===== src/rtl/instruction_fetch.sv =====
// instruction_fetch: fetch stage sitting between the program counter and decode.
//
// Issues one instruction-memory read at a time at the current PC and buffers the
// returned word with its address in a small FIFO. Decode drains the FIFO over a
// valid/ready handshake. The stage drives the PC load controls to load the reset
// vector once after reset, to step by 4 on each accepted request, and to jump on
// a redirect from execute.
//
// Parameters:
//   RESET_VECTOR         first fetch address after reset
//   FIFO_DEPTH           fetch buffer entries (power of two, >= 2)
// Ports:
//   clk, rst_n           clock, asynchronous active-low reset
//   pc                   current program-counter value
//   pc_enable_count      PC load enable
//   pc_enable_overwrite  PC loads pc_overwrite_value instead of pc+4
//   pc_overwrite_value   PC value for an overwrite load
//   redirect_valid       single-cycle taken branch/jump from execute
//   redirect_target      new fetch address on redirect
//   imem_req_valid       memory read request
//   imem_req_addr        memory read address (equal to pc)
//   imem_req_ready       memory accepts the request this cycle
//   imem_resp_valid      memory read data valid (in order, one per request)
//   imem_resp_data       instruction word
//   dec_valid            FIFO head valid towards decode
//   dec_instr, dec_pc    FIFO head instruction and its address
//   dec_ready            decode consumes the head
module instruction_fetch #(
    parameter logic [31:0] RESET_VECTOR = 32'h0000_0000,
    parameter int unsigned FIFO_DEPTH   = 2
) (
    input  logic        clk,
    input  logic        rst_n,

    input  logic [31:0] pc,
    output logic        pc_enable_count,
    output logic        pc_enable_overwrite,
    output logic [31:0] pc_overwrite_value,

    input  logic        redirect_valid,
    input  logic [31:0] redirect_target,

    output logic        imem_req_valid,
    output logic [31:0] imem_req_addr,
    input  logic        imem_req_ready,
    input  logic        imem_resp_valid,
    input  logic [31:0] imem_resp_data,

    output logic        dec_valid,
    output logic [31:0] dec_instr,
    output logic [31:0] dec_pc,
    input  logic        dec_ready
);

    localparam int unsigned PtrW = $clog2(FIFO_DEPTH);
    localparam int unsigned CntW = $clog2(FIFO_DEPTH + 1);

    typedef enum logic [1:0] {StBoot, StIdle, StWait, StDrain} state_e;

    state_e state_q, state_d;

    logic [31:0]     fifo_pc_q    [FIFO_DEPTH];
    logic [31:0]     fifo_instr_q [FIFO_DEPTH];
    logic [PtrW-1:0] rd_ptr_q, wr_ptr_q;
    logic [CntW-1:0] count_q;
    logic [31:0]     inflight_q;

    logic fifo_empty;
    logic fifo_has_room;
    logic accept;
    logic push;
    logic pop;

    assign fifo_empty    = (count_q == '0);
    // Only IDLE can issue, so no slot is ever held by an outstanding request at
    // issue time; checking the live count is enough to guarantee room on return.
    assign fifo_has_room = (count_q < CntW'(FIFO_DEPTH));

    assign accept = imem_req_valid & imem_req_ready;
    // A redirect kills a response that lands in the same cycle.
    assign push   = (state_q == StWait) & imem_resp_valid & ~redirect_valid;
    assign pop    = dec_valid & dec_ready;

    // ---------------------------------------------------------------- state register
    always_ff @(posedge clk or negedge rst_n) begin
        if (!rst_n) begin
            state_q <= StBoot;
        end else begin
            state_q <= state_d;
        end
    end

    // ---------------------------------------------------------------- next state
    always_comb begin
        state_d = state_q;
        unique case (state_q)
            StBoot: state_d = StIdle;
            StIdle: begin
                if (accept) begin
                    state_d = StWait;
                end
            end
            StWait: begin
                // With a response the word is either pushed or dropped; either way
                // nothing remains outstanding. Without one, a redirect must discard it.
                if (imem_resp_valid) begin
                    state_d = StIdle;
                end else if (redirect_valid) begin
                    state_d = StDrain;
                end
            end
            StDrain: begin
                if (imem_resp_valid) begin
                    state_d = StIdle;
                end
            end
            default: state_d = StBoot;
        endcase
    end

    // ---------------------------------------------------------------- outputs
    always_comb begin
        imem_req_valid      = (state_q == StIdle) & ~redirect_valid & fifo_has_room;
        imem_req_addr       = pc;
        // rst_n gating keeps the PC controls quiet while reset is held.
        pc_enable_count     = rst_n & (accept | redirect_valid | (state_q == StBoot));
        pc_enable_overwrite = rst_n & (redirect_valid | (state_q == StBoot));
        pc_overwrite_value  = redirect_valid ? redirect_target : RESET_VECTOR;
        dec_valid           = rst_n & ~fifo_empty & ~redirect_valid;
        dec_instr           = fifo_instr_q[rd_ptr_q];
        dec_pc              = fifo_pc_q[rd_ptr_q];
    end

    // ---------------------------------------------------------------- in-flight address
    always_ff @(posedge clk or negedge rst_n) begin
        if (!rst_n) begin
            inflight_q <= '0;
        end else if (accept) begin
            inflight_q <= pc;
        end
    end

    // ---------------------------------------------------------------- fetch buffer
    always_ff @(posedge clk or negedge rst_n) begin
        if (!rst_n) begin
            fifo_pc_q    <= '{default: '0};
            fifo_instr_q <= '{default: '0};
            rd_ptr_q     <= '0;
            wr_ptr_q     <= '0;
            count_q      <= '0;
        end else if (redirect_valid) begin
            // Flush: entries become unreachable, storage contents left as is.
            rd_ptr_q <= '0;
            wr_ptr_q <= '0;
            count_q  <= '0;
        end else begin
            if (push) begin
                fifo_pc_q[wr_ptr_q]    <= inflight_q;
                fifo_instr_q[wr_ptr_q] <= imem_resp_data;
                wr_ptr_q               <= wr_ptr_q + PtrW'(1);
            end
            if (pop) begin
                rd_ptr_q <= rd_ptr_q + PtrW'(1);
            end
            case ({push, pop})
                2'b10:   count_q <= count_q + CntW'(1);
                2'b01:   count_q <= count_q - CntW'(1);
                default: count_q <= count_q;
            endcase
        end
    end

endmodule


===== config.mk =====
export PLATFORM = sky130hd
export DESIGN_NAME = instruction_fetch
export DESIGN_NICKNAME = d
export VERILOG_FILES = /design/src/rtl/instruction_fetch.sv
export SDC_FILE = /design/constraint.sdc
export NUM_CORES = 1
export LEC_CHECK = 0
export BUFFER_PORTS_ARGS = -buffer_cell sky130_fd_sc_hd__buf_2
export CAP_MARGIN = 20
export CORE_MARGIN = 5
export CORE_UTILIZATION = 50
export DETAILED_ROUTE_END_ITERATION = 7
export GPL_TIMING_DRIVEN = 1
export PLACE_DENSITY = 0.78
export SYNTH_ARGS = -nofsm -noshare
export SYNTH_HDL_FRONTEND = slang
export SYNTH_SLANG_ARGS = --single-unit

===== constraint.sdc =====
create_clock -name clk -period 2.2 [get_ports clk]
set_input_delay 0.22 -clock clk [delete_from_list [all_inputs] [get_ports clk]]
set_output_delay 0.22 -clock clk [all_outputs]
set_load 0.02 [all_outputs]

-- Word-level counts from Yosys, hierarchy flattened
Cells that the tools add are included.
- bits in registers: 166
- input port bits: 102
- output and inout port bits: 132
- logic and storage cells: 72
- add/sub/neg operators: 4
- order comparisons: 4
- equality and inequality tests: 8
- mux-type cells: 22
- bitwise operators: 17
- reductions and logical operators: 8
- operators with widths (kind ; number):
    $mux W32 ; 8
    $bwmux W64 ; 2
    $demux W32 S1 ; 1
    $and A1 B1 Y1 ; 10
    $mux W2 ; 5
    $pmux W2 S4 ; 1
    $eq A2 B2 Y1 const B ; 3
    $eq A2 B1 Y1 const B ; 2
    $ge A2 B2 Y1 const B ; 2
    $logic_not A2 Y1 ; 2
    $mux W1 ; 4
    $ne A2 B2 Y1 const B ; 2
    $not A1 Y2 ; 2
    $pmux W2 S2 ; 1
    $reduce_bool A2 Y1 ; 2
    $ne A3 B3 Y1 const B ; 1
    $or A1 B1 Y1 ; 3
    $reduce_and A3 Y1 ; 1
    $reduce_bool A3 Y1 ; 1
    $add A1 B1 Y1 const B ; 2
    $add A2 B1 Y2 const B ; 1
    $lt A2 B1 Y1 const B ; 1
    $lt A2 B2 Y1 const B ; 1
    $not A1 Y1 ; 2
    other kinds (3) ; 3

-- Depth between registers and ports, before layout
Gate-level depths: netlist of run 1.
- depth in word-level cells: 8
- gate-level depth with buffers: 8
- mapped depth without buffers: 6

-- Least setup slack after synthesis of run 1
Ideal clock, no wire load.
- path type: reg-to-reg
- start: reg state_q[1]
- end: reg inflight_q[10]
- library setup time: 0.125 ns
- data arrival time: 1.787 ns
- slack: 0.289 ns
- cell stages (with the launch flop): 8
- clock period less this slack: 1.911 ns
- cells stage by stage: dfrtp_1 inv_1 ha_1 nor3b_2 and2_1 buf_4 buf_6 mux2_2
- cells in the longest elaborated chain, start to end: 4
- RTL lines (element ; RTL line ; source):
    from (decl) ; 60 ; state_e state_q, state_d;
    from (signal assigned) ; 87 ; state_q <= StBoot;
    from (signal assigned) ; 89 ; state_q <= state_d;
    $eq A2 B1 Y1 ; 123 ; imem_req_valid = (state_q == StIdle) & ~redirect_valid & fifo_has_room;
    $and A1 B1 Y1 (2 in series) ; 123 ;
    named net imem_req_valid ; 43 ; output logic imem_req_valid,
    $and A1 B1 Y1 ; 79 ; assign accept = imem_req_valid & imem_req_ready;
    to (signal assigned) ; 139 ; inflight_q <= pc;
    to (decl) ; 66 ; logic [31:0] inflight_q;
The timed path passes the listed nets, and every way through them passes these cells.
A chain may end at the register's enable or synchronous reset.

-- Final worst setup path of run 1
- start: reg state_q[1]
- end: out pc_enable_count
- cells in the longest elaborated chain, start to end: 7
- RTL lines (element ; RTL line ; source):
    $eq A2 B1 Y1 ; 123 ;
    $and A1 B1 Y1 (2 in series) ; 123 ;
    $and A1 B1 Y1 ; 79 ;
    $or A1 B1 Y1 ; 126 ; pc_enable_count = rst_n & (accept | redirect_valid | (state_q == StBoot));
    $or A1 B1 Y1 * ; 126 ;
    $and A1 B1 Y1 * ; 126 ;
    to (decl) ; 36 ; output logic pc_enable_count,
Mark *: on every way between the ends. The rest lies on a longest branch, timed or not.

==> impl_metrics.json, run 1 <==
{
  "run_status": "finished clean",
  "num_io_pins": 234,
  "numCtsBuffers": 17,
  "max_slew.worst_pin.slew_ns": 0.8921,
  "synth_top_flop_cell": "sky130_fd_sc_hd__dfrtp_1",
  "post-route-util_pct": 62.56,
  "finalWeightedCongestion": 0.7672,
  "final.period_utilization_pct": 91.69,
  "cp.required_ns": 1.98,
  "final_layout_size_suffix_gt1_share_pct": 65.59,
  "drt_wl_total_um": 16940,
  "detailedRoute.firstIterationViolations": 177,
  "intPower_mw": 7.348,
  "netlist.area_leader.share_pct": 54.63,
  "clock_insertion_delay_worst_skew_ns": 0.41,
  "area_inside_the_core_boundary_sq_um": 15030,
  "rows": 45,
  "design.final.nets": 834,
  "max-clock-path-buffers": 2,
  "overflow": 0,
  "netlist_top_cells_area": "sky130_fd_sc_hd__dfrtp_1, sky130_fd_sc_hd__mux2_2, sky130_fd_sc_hd__buf_4",
  "globalRouteTotalUtil_pct": 19.82,
  "hold_viol_final": 0,
  "synth_async_sr_flop_share_pct": 100.0,
  "syn_avg_cell_area_sq_um": 14.57,
  "tritoncts": "done",
  "post-route-drc-count": 0,
  "synth.most_common_cell": "sky130_fd_sc_hd__mux2_2",
  "postSynthRegisterBits": 166,
  "cts.htree.levels": 4,
  "detailroute.via_count": 4810,
  "cp-start-kind": "flop",
  "floorplan.initialDensity_pct": 50.58,
  "synthCells": 522,
  "irDropWorstVdd_mv": 0.4965,
  "n_fill_cell": 1136,
  "grt_first_pass_wirelength_um": 27950,
  "slew_headroom_pct": 40.53,
  "via_count_of_the_first_global_routing_pass": 5534,
  "synth_sequential_area_ratio_pct": 54.63,
  "p_seq_share_pct": 41.4,
  "timing.setup.critical_path_class": "reg -> out",
  "power_density_nw_per_um2": 1134,
  "worst_setup_path_end_kind": "output pin",
  "clock_power_share_pct": 28.4,
  "final_period_minus_worst_setup_slack_ns": 2.017,
  "setup_viol_count_final": 0,
  "comb_power_share_pct": 30.2,
  "die_x_um": 133.3,
  "drt_pass1_iterations": 4,
  "synth.cell_area_sq_um": 7604,
  "worst_hold_path_type": "in -> reg",
  "max_cap_violations": 0,
  "clock_sink_count": 166,
  "drt-wirelength-per-cell_um": 18.18,
  "syn2layout_area_growth_pct": 23.68,
  "yosysTopAreaCell": "sky130_fd_sc_hd__dfrtp_1",
  "fin_hold_ws_ns": 0.02797,
  "grt_antenna_before_repair": 3,
  "dieArea_sq_um": 17770,
  "power.net_switching_mw": 3.316,
  "report.final.slew_viol_count": 0,
  "rsz0062_at_grt": "false",
  "clock_skew_ns": 0.006520,
  "via_per_inst": 5.161,
  "fin_setup_tns_ns": 0,
  "port_buffers": 233,
  "timing.fmax_mhz": 495.7,
  "final_antenna_net_count": 0,
  "post_dp_hpwl_um": 12030,
  "critPathMaxFanout": 4,
  "ctsRootBufferMaster": "sky130_fd_sc_hd__clkbuf_16",
  "fp.dieH_um": 133.3,
  "synthesis.yosys.warnings": 0,
  "synth.lib_cells_used.distinct": 29,
  "p_leak_nw": 4.947,
  "synth_fp_nets": 628,
  "sw_frac_of_total_pct": 31.10,
  "report.power.total_mw": 10.66,
  "worst_ep_arrival_time_ns": 1.80,
  "synth_enable_flop_cells": 0,
  "maximum_number_of_pins_on_one_net_before_global_route_repair": 163,
  "clk_transition_reported_paths_ns": 0.06,
  "ys_top_cells_by_count": "sky130_fd_sc_hd__mux2_2, sky130_fd_sc_hd__dfrtp_1, sky130_fd_sc_hd__and2_1, sky130_fd_sc_hd__buf_4, sky130_fd_sc_hd__mux2_1"
}
critical path, cell delays in order (launching register included):
cell and delay, ns:
sky130_fd_sc_hd__dfrtp_1 0.41, sky130_fd_sc_hd__inv_1 0.10, sky130_fd_sc_hd__ha_1 0.19, sky130_fd_sc_hd__nor3b_2 0.22, sky130_fd_sc_hd__and2_4 0.18, sky130_fd_sc_hd__a21o_1 0.10, sky130_fd_sc_hd__buf_2 0.17
state kept, by name (all words and copies together) (netlist names):
register and flops:
fifo_instr_q 64, fifo_pc_q 64, inflight_q 32, count_q 2
state_q 2, rd_ptr_q 1, wr_ptr_q 1
repair_timing:
action | in CTS | in global routing
endpoints found under the hold margin | 4 | 0
hold buffers | 1 | 0
gates resized for setup | 1 | 0
buffers inserted | 1 | 0
endpoints found under the setup margin | 1 | 0
metal layers:
metal  wire [um]  global-route usage (%)  up-vias
met2        8834                   34.51      177
met4         397                   9.200        0
met5           0                       0        -
met1        6693                   22.74     2392
li1            -                       -     2216
met3        1015                   5.438       25
cell families after synthesis:
| group | synth area share [%] |
|---|---|
| mux | 33.17 |
| fa+ha+maj | 0.6582 |
| buf+inv | 5.809 |
| simple gates | 4.114 |
| flops | 54.63 |
| compound gates | 1.267 |
| xor+xnor | 0.3456 |
area by class of cell:
class	instances	area, sq um	share of cell area, %
antenna	3	7.507	0.07983
clock buffer	20	456.7	4.856
clock inverter	12	151.4	1.610
inverter	4	15.01	0.1597
multi-input combinational	293	3010	32.01
sequential	166	4155	44.19
tap	188	235.2	2.501
timing repair buffer	246	1373	14.60
cells in the final DEF (no fill, tap or decap), types with 2 or more instances in the layout:
cell type,n
sky130_fd_sc_hd__clkbuf_16,17
sky130_fd_sc_hd__buf_12,8
sky130_fd_sc_hd__inv_1,4
sky130_fd_sc_hd__nand2_1,4
sky130_fd_sc_hd__diode_2,3
sky130_fd_sc_hd__mux2_1,21
sky130_fd_sc_hd__bufinv_16,3
sky130_fd_sc_hd__clkinv_4,2
sky130_fd_sc_hd__dfrtp_1,165
sky130_fd_sc_hd__buf_2,232
sky130_fd_sc_hd__a21oi_1,3
sky130_fd_sc_hd__o21ai_0,3
sky130_fd_sc_hd__nand3_1,2
sky130_fd_sc_hd__buf_4,4
sky130_fd_sc_hd__nor2_1,4
sky130_fd_sc_hd__clkinv_2,4
sky130_fd_sc_hd__clkinvlp_4,2
sky130_fd_sc_hd__and2_1,32
sky130_fd_sc_hd__ha_1,4
sky130_fd_sc_hd__clkbuf_8,2
sky130_fd_sc_hd__xor2_1,2
sky130_fd_sc_hd__a21o_1,2
sky130_fd_sc_hd__mux2_2,203
per-stage QoR:
stage / area [sq um] / instances / worst slack [ns]
floorplan: 7604 / 522 / 0.2886
global placement: 8770 / 895 / 0.3419
detailed placement: 8770 / 895 / 0.2310
CTS: 9397 / 929 / 0.1772
global route: 9404 / 932 / 0.07967
finish: 9404 / 932 / 0.1828
power by group through the flow:
stage | clock network, mW | logic, mW | registers (mW)
global placement | 0 | 3.16 | 4.39
CTS | 3.09 | 3.28 | 4.43
finish | 3.03 | 3.22 | 4.42
detailed placement | 0 | 3.25 | 4.48
floorplan | 0 | 2.32 | 4.30
global route | 3.21 | 3.48 | 4.54
final timing paths:
kind / startpoint / endpoint / slack (ns) / depth (start not counted)
min in group asynchronous: rst_n / state_q[0] / 0.17 / 2
worst max register to register: state_q[1] / inflight_q[27] / 0.24 / 7
worst min-delay path: imem_resp_data[0] / fifo_instr_q[0] / 0.03 / 2
worst min register to register: fifo_pc_q[43] / fifo_pc_q[43] / 0.48 / 1
worst max-delay path: state_q[1] / pc_enable_count / 0.18 / 6
max in group asynchronous: rst_n / rd_ptr_q / 0.91 / 3
(Power assumes the default switching activity.)
==> inputs of run 2 (changes only) <==
Settings changed: BUFFER_PORTS_ARGS -buffer_cell sky130_fd_sc_hd__buf_2 to -buffer_cell sky130_fd_sc_hd__clkbuf_2.
==> run 2 against run 1 <==
Worst hold slack better by 0.0085 ns. Register-to-register slack worse by 0.03 ns. Via count down 0.44%. Clock skew up 0.0016 ns. Setup slack worse by 0.037 ns. Clock-buffer cell count down 1. Flip-flop and latch count unchanged. Combinational power about the same. Total power up 1.8%. Utilization up 0.058 points. Sequential share of layout area about the same. Sequential power about the same. Largest power group unchanged.
==> impl_metrics.json, run 2 (synthesis gave the netlist of run 1 again) <==
{
  "via_count_of_the_first_global_routing_pass": 5422,
  "final_period_minus_worst_setup_slack_ns": 2.054,
  "num_io_pins": 234,
  "syn2layout_area_growth_pct": 23.79,
  "worstPathBufferInverterCount": 2,
  "comb_power_share_pct": 29.8,
  "floorplan.initialDensity_pct": 50.58,
  "drt_pass1_iterations": 4,
  "finalWeightedCongestion": 0.7859,
  "report.power.total_mw": 10.86,
  "final.period_utilization_pct": 93.38,
  "cp.required_ns": 1.98,
  "rsz0062_at_grt": "false",
  "clock_power_share_pct": 29.4,
  "post-route-util_pct": 62.61,
  "clock_sink_count": 166,
  "irDropWorstVdd_mv": 0.6024,
  "grt_first_pass_wirelength_um": 27140,
  "n_fill_cell": 1110,
  "fp.dieH_um": 133.3,
  "p_leak_nw": 4.927,
  "crit_chain": "inv_1 -> ha_1 -> nor3b_2 -> and2_4 -> a21o_1 -> clkbuf_2",
  "detailroute.via_count": 4789,
  "power.net_switching_mw": 3.391,
  "hold_viol_final": 0,
  "design.final.nets": 832,
  "final_layout_size_suffix_gt1_share_pct": 65.63,
  "worst_path_top_cell_family_by_delay": "flip-flops",
  "globalRouteTotalUtil_pct": 19.39,
  "max_slew.worst_pin.slew_ns": 0.8376,
  "fin_hold_ws_ns": 0.03644,
  "intPower_mw": 7.465,
  "globalRouteMet2Util_pct": 34.51,
  "clock_skew_ns": 0.008167,
  "maximum_number_of_pins_on_one_net_before_global_route_repair": 163,
  "clock_insertion_delay_worst_skew_ns": 0.42,
  "routing_usage_on_met3_pct": 5.287,
  "overflow": 0,
  "report.final.slew_viol_count": 0,
  "power_density_nw_per_um2": 1153,
  "cp-start-kind": "flop",
  "max-clock-path-buffers": 2,
  "numCtsBuffers": 17,
  "cpPeakStageDelay_ns": 0.42,
  "die_x_um": 133.3,
  "rows": 45,
  "area_inside_the_core_boundary_sq_um": 15030,
  "sw_frac_of_total_pct": 31.24,
  "p_seq_share_pct": 40.8,
  "post-route-drc-count": 0,
  "pre_cts_slack_ns": 0.2435,
  "global_route.peak_usage_layer": "met2",
  "ctsRootBufferMaster": "sky130_fd_sc_hd__clkbuf_16",
  "via_per_inst": 5.155,
  "post_dp_hpwl_um": 11920,
  "global_route.usage.met1_pct": 22.31,
  "tritoncts": "done",
  "run_status": "finished clean",
  "largest_registers": "fifo_instr_q (64), fifo_pc_q (64), inflight_q (32)",
  "max_cap_violations": 0,
  "worst_setup_path_end_kind": "output pin",
  "final_cell_mix": "sky130_fd_sc_hd__clkbuf_2, sky130_fd_sc_hd__mux2_2, sky130_fd_sc_hd__dfrtp_1",
  "timing.fmax_mhz": 486.7,
  "dieArea_sq_um": 17770,
  "layout.area.seq_sq_um": 4155,
  "slew_headroom_pct": 44.16,
  "drt-wirelength-per-cell_um": 18.13,
  "worst_ep_arrival_time_ns": 1.83,
  "cts.htree.levels": 4,
  "fin_setup_tns_ns": 0,
  "timing.setup.critical_path_class": "reg -> out",
  "detailedRoute.firstIterationViolations": 173,
  "final_antenna_net_count": 0,
  "setup_viol_count_final": 0,
  "area_used_by_multi_input_combinational_logic_sq_um": 3010,
  "slowest_stage": "sky130_fd_sc_hd__dfrtp_1",
  "critPathMaxFanout": 4,
  "grt_antenna_before_repair": 2,
  "port_buffers": 233,
  "layout.cells.most_common": "sky130_fd_sc_hd__clkbuf_2",
  "worst_hold_path_type": "in -> reg",
  "layout_setup_ws_ns": 0.1455,
  "clk_transition_reported_paths_ns": 0.06,
  "drt_wl_total_um": 16840
}
==> run 2: changes by cell type in the layout (fill, tap and decap cells not counted), moves of 2 or more <==
cell / previous run / this run
sky130_fd_sc_hd__inv_6: 1 / 3
sky130_fd_sc_hd__clkinv_2: 4 / 1
sky130_fd_sc_hd__clkbuf_2: 0 / 232
sky130_fd_sc_hd__buf_2: 232 / 0
==> run 2: power by group through the flow <==
stage | Sequential [mW] | Combinational (mW) | Clock [mW]
6_report | 4.43 | 3.24 | 3.19
5_1_grt | 4.54 | 3.48 | 3.37
4_1_cts | 4.44 | 3.29 | 3.25
3_5_place_dp | 4.49 | 3.26 | 0
3_3_place_gp | 4.39 | 3.17 | 0
2_1_floorplan | 4.30 | 2.32 | 0
==> run 2: final timing paths <==
| kind | start | endpoint | slack, ns | cells past startpoint |
|---|---|---|---|---|
| min in group asynchronous | rst_n | count_q[1] | 0.21 | 2 |
| min | imem_resp_data[24] | fifo_instr_q[56] | 0.04 | 2 |
| max reg2reg | state_q[1] | inflight_q[15] | 0.21 | 7 |
| min reg2reg | fifo_pc_q[36] | fifo_pc_q[36] | 0.49 | 1 |
| max | state_q[1] | pc_enable_count | 0.15 | 6 |
| max in group asynchronous | rst_n | fifo_instr_q[39] | 0.95 | 3 |
==> run 2: repair_timing <==
item	in CTS	in global routing
buffers inserted	0	1
pin swaps	0	1
hold endpoints to repair	4	0
hold buffers	1	0
resized for setup	1	0
endpoints found under the setup margin	1	1
==> run 2: area by class of cell <==
type | instances | share of cell area (%)
Multi-Input combinational cell | 293 | 31.98
Antenna cell | 2 | 0.05317
Inverter | 4 | 0.1595
Tap cell | 188 | 2.499
Sequential cell | 166 | 44.14
Clock buffer | 19 | 4.812
Clock inverter | 13 | 2.060
Timing Repair Buffer | 244 | 14.29
==> run 2: metrics by stage <==
step | instances | cell area, sq um
6_report | 929 | 9413
2_1_floorplan | 522 | 7604
3_3_place_gp | 893 | 8742
4_1_cts | 926 | 9400
5_1_grt | 929 | 9413
3_5_place_dp | 893 | 8742
==> run 2: metal layers <==
layer  wire length, um  part of all wire, %
met3               980                  5.8
met1              6716                   40
met4               219                  1.3
met5                 0                    0
met2              8927                   53
==> inputs of run 3 (changes only) <==
Settings changed: CELL_PAD_IN_SITES_DETAIL_PLACEMENT set to 1, CELL_PAD_IN_SITES_GLOBAL_PLACEMENT set to 1, CORE_MARGIN 5 to 4, CORE_UTILIZATION 50 to 41, PLACE_DENSITY 0.78 to not set, PLACE_DENSITY_LB_ADDON set to 0.1.
==> run 3 against run 2 <==
Combinational power about the same. Flip-flop and latch count is the same. Utilization decreased by 11 points. Non-clock buffer count is 2 higher. Setup slack worse by 0.015 ns. Die area increased by 17%. Register-to-register slack improved by 0.05 ns. Critical path type unchanged. Largest power group unchanged.
==> impl_metrics.json, run 3 (synthesis gave the netlist of run 1 again) <==
{
  "run_status": "finished clean",
  "ctsRootBufferMaster": "sky130_fd_sc_hd__clkbuf_16",
  "drt_pass1_iterations": 4,
  "final.period_utilization_pct": 94.06,
  "cts.htree.levels": 4,
  "final_period_minus_worst_setup_slack_ns": 2.069,
  "cp-start-kind": "flop",
  "syn2layout_area_growth_pct": 23.84,
  "design.final.nets": 834,
  "post-route-drc-count": 0,
  "maximum_number_of_pins_on_one_net_before_global_route_repair": 158,
  "layout_setup_ws_ns": 0.1307,
  "grt_first_pass_wirelength_um": 28220,
  "dieArea_sq_um": 20790,
  "worst_setup_path_end_kind": "output pin",
  "setup_viol_count_final": 0,
  "max_slew.worst_pin.slew_ns": 0.8188,
  "layoutNonFillerInstCount": 970,
  "placed_cells": 936,
  "final_antenna_net_count": 0,
  "layout.cells.most_common": "sky130_fd_sc_hd__clkbuf_2",
  "clock_skew_ns": 0.006219,
  "hold_path.startpoint": "imem_resp_data[28]",
  "final_cell_mix": "sky130_fd_sc_hd__clkbuf_2, sky130_fd_sc_hd__mux2_2, sky130_fd_sc_hd__dfrtp_1",
  "post_dp_hpwl_um": 12560,
  "detailedRoute.firstIterationViolations": 155,
  "numCtsBuffers": 17,
  "total_placed_instance_area_sq_um": 8808,
  "fin_setup_tns_ns": 0,
  "slew_headroom_pct": 45.41,
  "critPathMaxFanout": 28,
  "via_per_inst": 4.975,
  "fp.dieH_um": 144.2,
  "detailroute.via_count": 4826,
  "globalRouteTotalUtil_pct": 17.42,
  "slowest_stage": "sky130_fd_sc_hd__dfrtp_2",
  "clock_insertion_delay_worst_skew_ns": 0.42,
  "worst_ep_arrival_time_ns": 1.85,
  "timing.fmax_mhz": 483.3,
  "n_fill_cell": 1863,
  "via_count_of_the_first_global_routing_pass": 5475,
  "crit_chain": "buf_12 -> mux2_2 -> clkbuf_2",
  "max-clock-path-buffers": 2,
  "finish.instance_area_sq_um": 9417,
  "pre_cts_slack_ns": 0.2481,
  "largest_registers": "fifo_instr_q (64), fifo_pc_q (64), inflight_q (32)",
  "clock_sink_count": 166,
  "met3_length_um": 1034,
  "irDropWorstVdd_mv": 0.5688,
  "die_x_um": 144.2,
  "rsz0062_at_grt": "false",
  "num_io_pins": 234,
  "cpPeakStageDelay_ns": 0.62,
  "final_layout_size_suffix_gt1_share_pct": 65.68,
  "met2_wirelength_um": 9298,
  "m1WireLength_um": 7422,
  "area_used_by_multi_input_combinational_logic_sq_um": 3019,
  "cp.required_ns": 1.98,
  "setup.worst_path.start": "rd_ptr_q",
  "p_leak_nw": 4.898,
  "grt_antenna_before_repair": 1,
  "overflow": 0,
  "rows": 49,
  "beginning_of_the_worst_register_to_register_path": "state_q[0]",
  "floorplan.initialDensity_pct": 42.04,
  "power_density_nw_per_um2": 1125,
  "uppermost_layer_routed": "met4",
  "port_buffers": 233,
  "clk_transition_reported_paths_ns": 0.07,
  "timing.setup.critical_path_class": "reg -> out",
  "max_cap_violations": 0,
  "drt_wl_total_um": 17880,
  "tritoncts": "done",
  "layout.area.seq_sq_um": 4155,
  "report.final.slew_viol_count": 0,
  "worst_hold_path_type": "in -> reg",
  "finalWeightedCongestion": 0.7346,
  "drt-wirelength-per-cell_um": 18.44,
  "area_inside_the_core_boundary_sq_um": 18090,
  "hold_viol_final": 0
}
## run 3: cell count changes in the layout (fill, tap and decap cells not counted)
| cell | delta |
|---|---|
| sky130_fd_sc_hd__clkbuf_8 | -2 |
| sky130_fd_sc_hd__ha_2 | +1 |
| sky130_fd_sc_hd__bufinv_16 | -2 |
| sky130_fd_sc_hd__clkbuf_1 | +1 |
| sky130_fd_sc_hd__nor3b_4 | +1 |
| sky130_fd_sc_hd__ha_1 | -1 |
| sky130_fd_sc_hd__nor3b_2 | -1 |
| sky130_fd_sc_hd__buf_4 | +2 |
| sky130_fd_sc_hd__clkinvlp_4 | +2 |
| sky130_fd_sc_hd__diode_2 | -1 |
## run 3: per-stage QoR
step | total power [mW] | hold slack, ns | util, %
finish | 10.59 | 0.02775 | 52.07
global route | 11.21 | 0.02221 | 52.07
CTS | 10.76 | 0.006704 | 51.99
detailed placement | 7.761 | 0.05345 | 48.70
global placement | 7.574 | 0.05124 | 48.70
floorplan | 6.616 | -0.07559 | -
## run 3: worst paths after layout
path | to | cells past startpoint | slack [ns]
max | dec_pc[25] | 3 | 0.13
min | fifo_instr_q[28] | 2 | 0.03
max reg2reg | fifo_pc_q[21] | 6 | 0.26
min reg2reg | fifo_pc_q[31] | 1 | 0.49
max in group asynchronous | fifo_instr_q[9] | 3 | 0.89
min in group asynchronous | fifo_pc_q[2] | 2 | 0.27
## run 3: cell type report
cell class	instances	area share, %
clock inverter	13	1.581
clock buffer	18	4.558
antenna	1	0.02657
tap	229	3.043
multi-input combinational	293	32.06
timing repair buffer	246	14.44
sequential	166	44.13
inverter	4	0.1594
## run 3: repair_timing
action,CTS,global route
setup endpoints to repair,1,1
endpoints found under the hold margin,9,0
setup buffers,0,1
gates resized for setup,1,2
pin swaps,0,0
hold buffers,1,0
## run 3: worst max-delay path: cells and delay by family (launching register included)
kind	cells	cell delay, ns
flops	1	0.62
buf+inv	2	0.43
mux	1	0.37
## run 3: layer usage
layer,global-route usage (%),vias to the layer above
li1,-,2214
met1,20.60,2452
met2,31.41,147
met3,5.192,13
met4,3.829,0
met5,0,-
## run 3: where the power goes
part	switching (mW)	leakage [nW]	internal, mW
Combinational	1.68	2.44	1.57
Sequential	0.505	2.19	3.93
Clock	1.24	0.267	1.68
